### config.mk
export PLATFORM = sky130hd
export DESIGN_NAME = mod_mult_seq_flat
export DESIGN_NICKNAME = d
export VERILOG_FILES = /design/src/rtl/mod_mult_seq_if.sv /design/src/rtl/mod_mult_seq.sv /design/src/flat_wrapper.sv
export SDC_FILE = /design/constraint.sdc
export NUM_CORES = 1
export LEC_CHECK = 0
export BUFFER_PORTS_ARGS = -buffer_cell sky130_fd_sc_hd__buf_4
export CORE_MARGIN = 5
export CORE_UTILIZATION = 56
export DETAILED_ROUTE_END_ITERATION = 7
export GPL_ROUTABILITY_DRIVEN = 0
export PLACE_DENSITY = 0.76
export RECOVER_POWER = 50
export SYNTH_ARGS = -nofsm -noshare
export SYNTH_HDL_FRONTEND = slang
export SYNTH_SLANG_ARGS = --single-unit
### constraint.sdc
create_clock -name clk -period 14.4 [get_ports clk]
set_input_delay 2.88 -clock clk [delete_from_list [all_inputs] [get_ports clk]]
set_output_delay 2.88 -clock clk [all_outputs]
set_load 0.01 [all_outputs]
### src/rtl/mod_mult_seq_if.sv
// rtl/mod_mult_seq_if.sv - operand/result handshake bundle for mod_mult_seq
//
// Purpose: groups the operand-side and result-side valid/ready handshakes of
// the sequential modular multiplier so both ends share one declaration.
//
// Signals:
//   in_valid  upstream -> block   operands a, b, k are valid
//   in_ready  block -> upstream   block can accept operands
//   a, b      upstream -> block   multiplicand / multiplier (N bits)
//   k         upstream -> block   modulus offset, M = 2^N - k (N bits)
//   out_valid block -> consumer   result valid
//   out_ready consumer -> block   consumer accepts result
//   result    block -> consumer   (a*b) mod M (N bits)
//   err       block -> consumer   operand range error flag
//
// Modports: master = the environment driving operands and consuming results,
//           slave  = the multiplier itself.
interface mod_mult_seq_if #(
    parameter int N = 8
);
    logic         in_valid;
    logic         in_ready;
    logic [N-1:0] a;
    logic [N-1:0] b;
    logic [N-1:0] k;
    logic         out_valid;
    logic         out_ready;
    logic [N-1:0] result;
    logic         err;

    modport master (
        output in_valid, a, b, k, out_ready,
        input  in_ready, out_valid, result, err
    );

    modport slave (
        input  in_valid, a, b, k, out_ready,
        output in_ready, out_valid, result, err
    );
endinterface

### src/rtl/mod_mult_seq.sv
// rtl/mod_mult_seq.sv - sequential double-and-add modular multiplier
//
// Purpose: computes result = (a * b) mod M with M = 2^N - k. After an operand
// set is accepted, one bit of b is consumed per clock, MSB first; each step is
// acc = 2*acc (mod M) followed by a conditional + a (mod M). The result is
// presented N cycles after the accept edge and held until taken.
//
// Ports:
//   clk    rising-edge clock
//   rst_n  asynchronous active-low reset
//   bus    mod_mult_seq_if.slave: in_valid/in_ready/a/b/k operand handshake,
//          out_valid/out_ready/result/err result handshake
//
// Build option: MOD_MULT_RANGE_CHECK_EN
//   defined   - operands with a >= M, b >= M or k = 2^N-1 are rejected at the
//               accept edge: result 0, err 1, out_valid one cycle later.
//   undefined - no checking; err is tied to 0.
module mod_mult_seq #(
    parameter int N = 8
) (
    input  logic          clk,
    input  logic          rst_n,
    mod_mult_seq_if.slave bus
);
    localparam int CW = $clog2(N);

    typedef enum logic [1:0] {
        IDLE = 2'd0,
        CALC = 2'd1,
        DONE = 2'd2
    } state_t;

    state_t        state;
    state_t        state_next;
    logic [N-1:0]  a_reg;
    logic [N-1:0]  b_reg;
    logic [N-1:0]  k_reg;
    logic [N-1:0]  acc;
    logic [N-1:0]  acc_next;
    logic [N-1:0]  dbl;
    logic [CW-1:0] cnt;
    logic [N-1:0]  result_reg;
    logic          accept;
    logic          range_err;

    // x + y mod M for x, y < M. s >= M exactly when s + k reaches 2^N, so the
    // reduced value is simply the low N bits of s + k. Two guard bits keep the
    // compare exact even for out-of-range operands.
    function automatic logic [N-1:0] mod_add(
        input logic [N-1:0] x,
        input logic [N-1:0] y,
        input logic [N-1:0] kk
    );
        logic [N+1:0] s;
        logic [N+1:0] sk;
        s  = {2'b00, x} + {2'b00, y};
        sk = s + {2'b00, kk};
        mod_add = (sk[N+1:N] != 2'b00) ? sk[N-1:0] : s[N-1:0];
    endfunction

    assign accept = bus.in_valid && (state == IDLE);

    // One double-and-add step driven by the current bit of the multiplier.
    always_comb begin
        dbl      = mod_add(acc, acc, k_reg);
        acc_next = b_reg[cnt] ? mod_add(dbl, a_reg, k_reg) : dbl;
    end

`ifdef MOD_MULT_RANGE_CHECK_EN
    logic [N:0] a_plus_k;
    logic [N:0] b_plus_k;
    logic       err_reg;

    // a >= M is the same as a + k carrying out of N bits.
    always_comb begin
        a_plus_k  = {1'b0, bus.a} + {1'b0, bus.k};
        b_plus_k  = {1'b0, bus.b} + {1'b0, bus.k};
        range_err = a_plus_k[N] || b_plus_k[N] || (&bus.k);
    end

    always_ff @(posedge clk or negedge rst_n) begin
        if (!rst_n) begin
            err_reg <= 1'b0;
        end else if (accept && range_err) begin
            err_reg <= 1'b1;
        end else if ((state == DONE) && bus.out_ready) begin
            err_reg <= 1'b0;
        end
    end

    assign bus.err = err_reg;
`else
    assign range_err = 1'b0;
    assign bus.err   = 1'b0;
`endif

    // State register.
    always_ff @(posedge clk or negedge rst_n) begin
        if (!rst_n) begin
            state <= IDLE;
        end else begin
            state <= state_next;
        end
    end

    // Next-state logic.
    always_comb begin
        state_next = state;
        case (state)
            IDLE: begin
                if (bus.in_valid) begin
                    state_next = range_err ? DONE : CALC;
                end
            end
            CALC: begin
                if (cnt == '0) begin
                    state_next = DONE;
                end
            end
            DONE: begin
                if (bus.out_ready) begin
                    state_next = IDLE;
                end
            end
            default: state_next = IDLE;
        endcase
    end

    // Handshake outputs come from the state register only; in_ready is also
    // held low for as long as reset is asserted.
    always_comb begin
        bus.in_ready  = rst_n && (state == IDLE);
        bus.out_valid = (state == DONE);
    end

    // Operand capture and datapath. A rejected operand set leaves result at 0.
    always_ff @(posedge clk or negedge rst_n) begin
        if (!rst_n) begin
            a_reg      <= '0;
            b_reg      <= '0;
            k_reg      <= '0;
            acc        <= '0;
            cnt        <= '0;
            result_reg <= '0;
        end else begin
            case (state)
                IDLE: begin
                    if (accept) begin
                        a_reg <= bus.a;
                        b_reg <= bus.b;
                        k_reg <= bus.k;
                        acc   <= '0;
                        cnt   <= CW'(N - 1);
                        if (range_err) begin
                            result_reg <= '0;
                        end
                    end
                end
                CALC: begin
                    acc <= acc_next;
                    if (cnt == '0) begin
                        result_reg <= acc_next;
                    end else begin
                        cnt <= cnt - 1'b1;
                    end
                end
                default: ;
            endcase
        end
    end

    assign bus.result = result_reg;
endmodule

### src/flat_wrapper.sv
// flat-port wrapper written by rule: the top's interface ports become plain ports
module mod_mult_seq_flat 
#(
    parameter int N = 8
)
  (clk, rst_n, bus_in_valid, bus_a, bus_b, bus_k, bus_out_ready, bus_in_ready, bus_out_valid, bus_result, bus_err);
  mod_mult_seq_if #(.N(N)) bus_i ();
  input  logic clk;
  input  logic rst_n;
  input wire logic [$bits(bus_i.in_valid)-1:0] bus_in_valid;
  input wire logic [$bits(bus_i.a)-1:0] bus_a;
  input wire logic [$bits(bus_i.b)-1:0] bus_b;
  input wire logic [$bits(bus_i.k)-1:0] bus_k;
  input wire logic [$bits(bus_i.out_ready)-1:0] bus_out_ready;
  output wire logic [$bits(bus_i.in_ready)-1:0] bus_in_ready;
  output wire logic [$bits(bus_i.out_valid)-1:0] bus_out_valid;
  output wire logic [$bits(bus_i.result)-1:0] bus_result;
  output wire logic [$bits(bus_i.err)-1:0] bus_err;
  assign bus_i.in_valid = bus_in_valid;
  assign bus_i.a = bus_a;
  assign bus_i.b = bus_b;
  assign bus_i.k = bus_k;
  assign bus_i.out_ready = bus_out_ready;
  assign bus_in_ready = bus_i.in_ready;
  assign bus_out_valid = bus_i.out_valid;
  assign bus_result = bus_i.result;
  assign bus_err = bus_i.err;
  mod_mult_seq #(.N(N)) u_core (.clk(clk), .rst_n(rst_n), .bus(bus_i));
endmodule
# Yosys cells after proc, flatten, opt, wreduce, memory -nomap -nowiden
# Cells that the tools add are included.
[totals] out_inout_bits=11 word_cells=46 input_bits=28 reg_bits=45
[op_classes] n_eq_ne=7 muxes=14 n_lt_le_gt_ge=1 n_reduce_logical=12 add_sub_neg=5
[ops] cell="2-to-1 mux 8 bit" n=4
[ops] cell="adder 10 x 8 -> 10 bit" n=2
[ops] cell="adder 8 x 8 -> 9 bit" n=2
[ops] cell="case mux 8 bit (2 select lines)" n=1
[ops] cell="2-to-1 mux 2 bit" n=3
[ops] cell="2-to-1 mux 3 bit" n=2
[ops] cell="inequality test 2 bit (second input constant)" n=3
[ops] cell="case mux 2 bit (3 select lines)" n=1
[ops] cell="case mux 3 bit (2 select lines)" n=1
[ops] cell="AND reduction 2 bit" n=3
[ops] cell="AND reduction 3 bit" n=2
[ops] cell="nonzero test 2 bit" n=3
[ops] cell="< comparator 3 x 4 -> 1 bit (second input constant)" n=1
[ops] cell="inequality test 2 x 1 -> 1 bit (second input constant)" n=2
[ops] cell="binary-select mux 1 bit (select 3 bit)" n=1
[ops] cell="zero test 3 bit" n=1
[ops] cell="subtractor 3 x 1 -> 3 bit (second input constant)" n=1
[ops] cell="equality test 2 x 1 -> 1 bit (second input constant)" n=1
[ops] cell="equality test 2 bit (second input constant)" n=1
[ops] cell="logical AND 1 bit" n=2
[ops] cell="zero test 2 bit" n=1
[ops] cell="2-to-1 mux 1 bit" n=1

# Logic depth before layout (Yosys ltp)
[depth] depth_word=10 mapped_depth=23 mapped_depth_nobuf=22

# Least setup slack after synthesis
# Ideal clock, no wire load.
[synth_timing] kind="input -> output" start="in rst_n" end="out bus_in_ready" setup_slack_ns=8.334 arrival_ns=3.186 stages=1 path_cell_list="nor3b_1"
[synth_between] elab_chain_len=1
[synth_lines] element="start, declared" line_no="flat_wrapper.sv:9" source="input logic rst_n;"
[synth_lines] element="logical AND 1 bit" line_no="mod_mult_seq.sv:132" source="bus.in_ready = rst_n && (state == IDLE);"
[synth_lines] element="end, declared" line_no="flat_wrapper.sv:15" source="output wire logic [$bits(bus_i.in_ready)-1:0] bus_in_ready;"
# No other way between the ends.

# Worst setup path in the final report
# Same ends and word-level chain as after synthesis.

==> run summary <==
The pre-antenna-repair detailed-routing pass consisted of 4 iterations. The number of setup buffers added after CTS was 0. The floorplan step set the die height to 84.9 um. The logs give 5.12 ns for the data arrival time of the worst path and 0 for the number of hold violations in the final report.

The number of primary I/O pins is 39. The cell count after synthesis came out at 317. The signal on the critical path passes through clkbuf_1, nor3b_1, buf_4.

The clock period could shrink to 8.00 ns. Clock sink count: 45. After synthesis, the cell types taking the most area are sky130_fd_sc_hd__dfrtp_1, sky130_fd_sc_hd__ha_1, sky130_fd_sc_hd__mux2_2. In this run, the number of DRC markers left after iteration 0 of detailed routing was 130. Row generation in the floorplan step produced 27 rows. The number of antenna diodes in the final layout is 0. The count of max-cap constraint violations came out at 1. The critical path in this run is classified as in2out. The worst pin sits at a relative slew slack of -64.3%. The overall via count from detail_route was 2495; the global-route usage over all layers was 20.2%. Setup repair after global routing left no endpoint under its margin. The first global-routing pass estimated 11900 um of wire. The path class of the tightest hold or removal check is reg2reg. The critical path contains buffers and inverters numbering 2 combined. Cells with a size suffix above 1 make up 20.7% of the layout. Number of vias per cell after detailed routing: 5.87. In the finished design, the share of the clock period the worst path needs comes to 55.6%.

The final antenna-violating net count was 0. The area fraction of the dominant cell type after synthesis works out to 35.9%. STA classifies the critical path startpoint as an input pin. Summed over all nets, the half-perimeter wirelength after detailed placement is 5590 um. The area growth from synthesis to layout is 12.3%.

The initial utilization of the core area, before any placement, comes to 57.3%. The count of final max-slew check failures was 47. The proportion of register bits with asynchronous set or reset after synthesis is 100%, and the via count of the first global-routing pass is 2600. The checks that failed: max-capacitance violations, max-slew violations.

In the final layout, flip-flops and latches occupy 1130 um^2. Synthesis inferred 45 register bits. For this run, the number of Yosys warnings is 0. In the final timing run, aggregate negative setup slack is 0 ns. TritonCTS built the clock tree. Buffers inserted to repair hold after CTS numbered 0.

The sort of element at the end of the critical path is an output port. The run gives 5470 um^2 as the core area. The logs give 7000 um for the sum of routed wire length over all layers and 35.9% for the sequential share of the synthesized area. The H-tree was split into 2 levels. Clock-pin slew was measured on the worst setup and hold paths at 0.08 ns. Summing all multi-input logic gate instances after layout gives 1890 um^2. The detailed-route DRC error count is 0, and the count of nets after finishing is 412.

For the pin with the worst max-slew slack, the measured transition is 2.46 ns. The synthesized design spends more area on one cell type than any other, namely sky130_fd_sc_hd__dfrtp_1. The clock reaches the later pin of the worst-skew pair after 0.29 ns. The count of cells resized by post-cts repair was 0. The floorplan step defined a die boundary enclosing 7200 um^2.

Entering global routing, the biggest net connects 47 pins. In this run the worst path has a maximum fanout of 46. The slowest stage of the critical path is the sky130_fd_sc_hd__clkbuf_1 cell. The overall die width is 84.9 um. Dividing the detail-routed wire length by the instance count gives 16.5 um. The synthesized netlist occupies a cell area of 3140 um^2. The number of antenna violations at the first check in global routing was 0; the mean area per synthesized cell was 9.90 um^2.

In this run the tool buffered the top-level ports with 37 buffer cells. The clock root buffer is sky130_fd_sc_hd__clkbuf_8. Yosys mapped a number of flops with a built-in enable equal to 0. Setup violations remaining at the end of the flow were counted as 0. For the largest buffer count on any clock path, the log shows 2. The flow ran to the end, but the final reports show violations. The delay of the slowest cell on the worst path works out to 1.71 ns.

For this run, the top clock speed supported by timing is 125 MHz. In this run, distinct cell masters in the synthesized netlist total 54. Synthesis produced a netlist with a net count of 375.

Between clock sinks in the finished design, the worst skew comes to 0.00569 ns. The kind of cell with the highest combined delay along the critical path is buffers and inverters. The required time at the endpoint of the critical path is 11.52 ns. For this run, the leading register cell type out of synthesis is sky130_fd_sc_hd__dfrtp_1. The total CTS buffers was 5.

Fill cells in the final layout number 474. Global routing finished with a remaining overflow of 0.
-- final timing paths --
| check | startpoint | endpoint | slack (ns) | cells past startpoint |
|---|---|---|---|---|
| setup reg to reg | u_core.k_reg[7] | u_core.acc[6] | 8.72 | 19 |
| hold / removal | u_core.bus.result[0] | u_core.bus.result[0] | 0.49 | 2 |
| setup / recovery | rst_n | bus_in_ready | 6.40 | 3 |
| min in group asynchronous | rst_n | u_core.k_reg[0] | 3.33 | 1 |
| hold reg to reg | u_core.bus.result[0] | u_core.bus.result[0] | 0.49 | 2 |
| max in group asynchronous | rst_n | u_core.bus.result[3] | 9.65 | 1 |
-- layout make-up --
type	count	area share [%]
Clock buffer	5	1.95
Clock inverter	1	0.142
Multi-Input combinational cell	246	53.6
Inverter	18	1.92
Tap cell	72	2.56
Timing Repair Buffer	38	7.88
Sequential cell	45	32.0
-- cell families (layout without fill, tap and decap cells) --
logic type,Yosys count,in the layout,share of synthesized area (%)
AO/OA/AOI/OAI,85,85,18.0
XOR/XNOR,13,13,3.63
adder cells (fa/ha/maj),30,30,12.7
buffers and inverters,26,62,3.95
flip-flops,45,45,35.9
multiplexers,38,38,13.4
other,1,1,0.120
AND/OR/NAND/NOR,79,79,12.4
-- through the flow --
stage               utilization [%]  cells  instance area (um^2)  setup slack (ns)  hold WS, ns
finish                         64.4    425                  3520              6.40        0.493
global route                   64.4    425                  3520              5.93        0.532
CTS                            64.6    425                  3540              7.70        0.505
detailed placement             63.3    419                  3460              7.71        0.486
global placement               63.3    419                  3460              7.72        0.477
floorplan                         -    317                  3140              8.33        0.472
-- metal layers --
metal / global-route usage (%) / up-vias / routed length [um]
li1: - / 1227 / -
met1: 27.0 / 1205 / 3300
met2: 33.7 / 52 / 3360
met3: 3.50 / 11 / 252
met4: 5.76 / 0 / 88
met5: 0 / - / 0
-- cells in the mapped netlist (all sizes together) (3+ instances only) --
cell type,instances
nor2,28
buf,6
dfrtp,45
o21bai,3
o21a,4
nand2b,5
ha,27
fa,3
inv,18
nor3b,4
a21oi,16
o21ai,21
a31oi,6
nor2b,5
xor2,3
mux2i,10
xnor2,10
o31ai,3
nand2,21
a21o,5
nor3,3
a211oi,7
mux2,28
a22oi,7
-- worst min-delay path: cells and delay by family (launching register included) --
family,cells,cell delay [ns]
DFF,1,0.36
and+or+nand+nor,1,0.05
AOI/OAI and AO/OA,1,0.05
-- placed cells by master, fill, tap and decap left out, types with 5 or more instances in the layout --
cell type / count
sky130_fd_sc_hd__xnor2_1: 10
sky130_fd_sc_hd__a21oi_1: 16
sky130_fd_sc_hd__inv_1: 18
sky130_fd_sc_hd__mux2_2: 25
sky130_fd_sc_hd__nor2b_1: 5
sky130_fd_sc_hd__mux2i_1: 10
sky130_fd_sc_hd__a21o_1: 5
sky130_fd_sc_hd__ha_1: 27
sky130_fd_sc_hd__nand2_1: 21
sky130_fd_sc_hd__dfrtp_1: 45
sky130_fd_sc_hd__a31oi_1: 6
sky130_fd_sc_hd__nand2b_1: 5
sky130_fd_sc_hd__clkbuf_8: 5
sky130_fd_sc_hd__a211oi_1: 6
sky130_fd_sc_hd__buf_4: 34
sky130_fd_sc_hd__o21ai_0: 19
sky130_fd_sc_hd__a22oi_1: 7
sky130_fd_sc_hd__nor2_1: 28
Power is left out: the tool's default activity adds up to more than one toggle a clock period on the data nets, which glitch-free logic cannot reach.
